**config.mk**
```make
export PLATFORM = sky130hd
export DESIGN_NAME = div_clk_monitor
export DESIGN_NICKNAME = d
export VERILOG_FILES = /design/src/rtl/div_clk_monitor_pkg.sv /design/src/rtl/sync_edge_detect.sv /design/src/rtl/div_clk_monitor.sv
export SDC_FILE = /design/constraint.sdc
export NUM_CORES = 1
export LEC_CHECK = 0
export CORE_MARGIN = 8
export CORE_UTILIZATION = 45
export DETAILED_ROUTE_END_ITERATION = 10
export PLACE_DENSITY = 0.66
export SLEW_MARGIN = 30
export SYNTH_ARGS = -nofsm -noshare
export SYNTH_HDL_FRONTEND = slang
export SYNTH_SLANG_ARGS = --single-unit
```
**constraint.sdc**
```tcl
create_clock -name clk -period 2 [get_ports clk]
set_input_delay 0.5 -clock clk [delete_from_list [all_inputs] [get_ports clk]]
set_output_delay 0.5 -clock clk [all_outputs]
set_load 0.02 [all_outputs]
```
**src/rtl/div_clk_monitor_pkg.sv**
```systemverilog
// Shared state encodings, game-tick default divider and helpers for the divided-clock monitor.
// Combinational definitions only; no latency, no flow control.
package div_clk_monitor_pkg;

  typedef enum logic [1:0] {
    ST_IDLE    = 2'd0,
    ST_MEASURE = 2'd1,
    ST_TRACK   = 2'd2,
    ST_LOCKED  = 2'd3
  } state_t;

  // Game tick is the /4 divider output.
  localparam int unsigned GAME_TICK_DIV = 4;

  function automatic int unsigned abs_diff(input int unsigned a, input int unsigned b);
    return (a >= b) ? (a - b) : (b - a);
  endfunction

endpackage

```
**src/rtl/sync_edge_detect.sv**
```systemverilog
// Three-flop synchronizer with rising-edge detect for asynchronous level inputs.
// rise is combinational from the 2nd/3rd flops (2-3 clk after d); no backpressure.
module sync_edge_detect (
  input  logic clk,
  input  logic reset,
  input  logic d,
  output logic rise
);

  logic s1;
  logic s2;
  logic s3;

  always_ff @(posedge clk) begin
    if (reset) begin
      s1 <= 1'b0;
      s2 <= 1'b0;
      s3 <= 1'b0;
    end else begin
      s1 <= d;
      s2 <= s1;
      s3 <= s2;
    end
  end

  assign rise = s2 & ~s3;

endmodule

```
**src/rtl/div_clk_monitor.sv**
```systemverilog
// Monitors a slow divided clock in the clk domain: tick per rise, period measure, lock/err FSM.
// tick registered 2 clk after div_in is first sampled high; outputs are free-running, no backpressure.
module div_clk_monitor
  import div_clk_monitor_pkg::*;
#(
  parameter int unsigned DIV_EXPECT = GAME_TICK_DIV,
  parameter int unsigned DIV_TOL    = 0,
  parameter int unsigned LOCK_COUNT = 4,
  parameter int unsigned TIMEOUT    = 16,
  parameter int unsigned CNT_W      = 8
) (
  input  logic             clk,
  input  logic             reset,
  input  logic             div_in,
  output logic             tick,
  output logic [CNT_W-1:0] period,
  output logic             period_valid,
  output logic             locked,
  output logic             err,
  output logic [1:0]       state
);

  localparam int unsigned      MCNT_W    = $clog2(LOCK_COUNT + 1);
  localparam logic [CNT_W-1:0] CNT_MAX   = '1;
  localparam logic [CNT_W-1:0] TIMEOUT_C = CNT_W'(TIMEOUT);
  localparam logic [MCNT_W-1:0] LOCK_C   = MCNT_W'(LOCK_COUNT);

  logic              rise;
  logic [CNT_W-1:0]  cnt;
  logic              match;
  logic              timeout;
  logic [MCNT_W-1:0] mcnt_q;
  logic [MCNT_W-1:0] mcnt_d;
  logic [MCNT_W-1:0] mcnt_inc;
  state_t            state_q;
  state_t            state_d;
  logic [CNT_W-1:0]  period_d;
  logic              period_valid_d;
  logic              locked_d;
  logic              err_d;

  sync_edge_detect u_sync (
    .clk   (clk),
    .reset (reset),
    .d     (div_in),
    .rise  (rise)
  );

  // Cycles since the last rise; saturation keeps a dead input from wrapping into a match.
  always_ff @(posedge clk) begin
    if (reset) begin
      cnt <= '0;
    end else if (rise) begin
      cnt <= CNT_W'(1);
    end else if (cnt != CNT_MAX) begin
      cnt <= cnt + CNT_W'(1);
    end
  end

  assign match    = (abs_diff(32'(cnt), DIV_EXPECT) <= DIV_TOL);
  assign timeout  = (cnt == TIMEOUT_C) && !rise && (state_q != ST_IDLE);
  assign mcnt_inc = mcnt_q + MCNT_W'(1);

  always_comb begin
    state_d        = state_q;
    mcnt_d         = mcnt_q;
    period_d       = period;
    period_valid_d = 1'b0;
    locked_d       = locked;
    err_d          = 1'b0;

    if (rise) begin
      if (state_q == ST_IDLE) begin
        state_d = ST_MEASURE;
      end else begin
        period_d       = cnt;
        period_valid_d = 1'b1;
        if (match) begin
          case (state_q)
            ST_MEASURE: begin
              mcnt_d = MCNT_W'(1);
              if (LOCK_COUNT <= 1) begin
                state_d  = ST_LOCKED;
                locked_d = 1'b1;
              end else begin
                state_d = ST_TRACK;
              end
            end
            ST_TRACK: begin
              if (mcnt_inc >= LOCK_C) begin
                mcnt_d   = LOCK_C;
                state_d  = ST_LOCKED;
                locked_d = 1'b1;
              end else begin
                mcnt_d = mcnt_inc;
              end
            end
            default: begin
              mcnt_d = LOCK_C;
            end
          endcase
        end else begin
          // Any bad period restarts qualification from scratch.
          state_d  = ST_MEASURE;
          mcnt_d   = '0;
          locked_d = 1'b0;
          err_d    = 1'b1;
        end
      end
    end else if (timeout) begin
      state_d  = ST_IDLE;
      mcnt_d   = '0;
      locked_d = 1'b0;
      err_d    = 1'b1;
    end
  end

  always_ff @(posedge clk) begin
    if (reset) begin
      state_q      <= ST_IDLE;
      mcnt_q       <= '0;
      tick         <= 1'b0;
      period       <= '0;
      period_valid <= 1'b0;
      locked       <= 1'b0;
      err          <= 1'b0;
    end else begin
      state_q      <= state_d;
      mcnt_q       <= mcnt_d;
      tick         <= rise;
      period       <= period_d;
      period_valid <= period_valid_d;
      locked       <= locked_d;
      err          <= err_d;
    end
  end

  assign state = state_q;

endmodule
```
==> out/metrics.cfg, run 1 <==
[placed_design]
gp_congestion = 0.808
portBuffers = 16
postPlaceCellArea_um2 = 1660
dpl.hpwl_um = 2170

[run_status]
outcome = finished clean

[timing]
setup_viol = 0
hold_viol = 0
fmaxAchievable_ghz = 0.518
setup_tns_ns = 0
rsz0062_at_grt = true
fin_skew_ns = 0.00469
worst-slew-pin-transition_ns = 0.460
min_period_over_period_pct = 96.6
relSlewSlack_pct = 69.3
slew_violations = 0
holdWs_ns = 0.463
period_needed_ns = 1.93

[setup_path]
path_buf_inv = 1
endpoint_kind = output pin
cpPeakStageDelay_ns = 0.65
arrival_ns = 1.43
ff2ff_path_depth = 7
critical_path.top_delay_family = buffers and inverters
startpoint_type = register
worstPathRequired_ns = 1.50
path_depth = 1
worstReg2RegStart = cnt[3]
critPathLaunch = state[1]
worstPathCellList = clkdlybuf4s50_1
path_max_fanout = 6
slowest_stage = clkdlybuf4s50_1
crit_type = reg -> out

[cts]
cts_resized = 0
htree_levels = 1
clkSinkCount = 28
insertion_delay_ns = 0.32
cts_root_buf = clkbuf_4
hold_buffers = 0
post-cts-setup-buffers = 0
cts_tree = done
cts_buffers = 3
clock_path_buffers = 2
cts.reportedPaths.clkPinSlew_ns = 0.14

[cells_and_area]
area_growth_pct = 16.5
diodes = 0
drive_above_1_share_pct = 9.63
fin_util_pct = 55.1
layout.nets = 203
final_area_um2 = 1700

[synth]
syn_area_per_cell_um2 = 8.47
ys_ff_latch = 28
synth-edff-count = 0
synthesis.area_um2 = 1460
synth.area.top_cells = dfxtp_1, ha_1, nand2_1
synthesis.nets = 186
synthesis.instances = 172
yosysSeqAreaShare_pct = 38.5
async_reset_ff_share_pct = 0
yosys.area.top_type = dfxtp_1
ys_warn_count = 0
synth.distinct_cells = 38
synth_top_area_share_pct = 38.5
synth_ff_type = dfxtp_1
synth_common_cells = dfxtp_1, nand2_1, a21oi_1

[power]
p_leak_nw = 0.594
p_per_area_nw_per_um2 = 552
peakVddDrop_uv = 320

[grt]
grt-ovfl-total = 0
grt_max_degree = 15
antenna_found_initial = 0
grt_pass1_vias = 1142
grt_pass1_wl_um = 5040
track_usage_pct = 11.7

[die]
dieWidth_um = 72.9
fp.dieH_um = 72.9
initial_core_util_pct = 47.3
dieArea_um2 = 5310
num_rows = 20
core_um2 = 3080
ioPinCount = 17

[detailed_routing]
wl_um = 2870
ant_nets = 0
vias = 1179
wl_per_cell_um = 12.4
viasPerCell = 5.10
first_iter_violations = 67
dr.pass1.iters = 4
route.detailed.drc = 0

[min_path]
hp-class = reg -> reg
holdPathStages = 2
hold_start = period[0]

[run]
drv_cap = 0

[cells by family after synthesis]
kind of cell / after synthesis / synth area share (%)
buf+inv: 15 / 4.81
xor+xnor: 7 / 4.21
mux: 1 / 0.687
flops: 28 / 38.5
simple gates: 74 / 26.3
compound gates: 36 / 16.1
fa+ha+maj: 11 / 9.45
[per-layer routing]
layer | part of all wire, % | global-route usage (%) | up-vias
li1 | - | - | 617
met1 | 50 | 13.5 | 545
met2 | 46 | 20.6 | 13
met3 | 3.8 | 3.71 | 4
met4 | 0.63 | 2.00 | 0
met5 | 0 | 0 | -
[metrics by stage]
| step | setup slack [ns] | power [mW] | cells |
|---|---|---|---|
| after CTS | 0.0589 | 0.941 | 231 |
| after global placement | 0.160 | 0.721 | 228 |
| after floorplan | 0.239 | 0.685 | 172 |
| after detailed placement | 0.120 | 0.722 | 228 |
| final | 0.0686 | 0.937 | 231 |
| after global routing | 0.00708 | 0.979 | 231 |
[final timing paths]
check                           slack, ns         to
worst max-delay path                 0.07   state[1]
worst min-delay path                 0.46  period[0]
worst max register to register       0.16   state[0]
worst min register to register       0.46  period[0]
[flip-flops by register name, indices dropped and copies added (netlist names)]
| name | flops |
|---|---|
| cnt | 8 |
| u_sync.s2 | 1 |
| mcnt_q | 3 |
| period | 8 |
| u_sync.s3 | 1 |
| tick | 1 |
| u_sync.s1 | 1 |
| locked | 1 |
| err | 1 |
| period_valid | 1 |
| state | 2 |
[power by group]
group          total [mW]  leakage, nW  switching (mW)  internal (mW)
Clock               0.225       0.0138           0.154         0.0707
Sequential          0.579        0.227         0.00981          0.569
Combinational       0.133        0.353          0.0754         0.0580
[cells in the final DEF, fill, tap and decap left out, types with 4 or more instances in the layout]
master	instances
a21oi_1	20
buf_4	4
clkdlybuf4s50_1	16
dfxtp_1	27
ha_1	10
inv_1	7
nand2_1	28
nand3_1	5
nor2_1	15
nor2b_1	4
o21ai_0	4
xnor2_1	5
[layout make-up]
cell class | instances | area (um2)
tap | 44 | 55.1
sequential | 28 | 562
fill | 302 | 1380
multi-input combinational | 129 | 841
timing repair buffer | 20 | 190
clock buffer | 3 | 22.5
inverter | 7 | 26.3
Note: power is estimated with default switching activity, not from simulation.
==> run 2: changes to the inputs <==
- CTS_CLUSTER_SIZE: not set -> 28
==> results of run 2 <==
No change in the layout: final DEF, timing and power equal those of run 1.
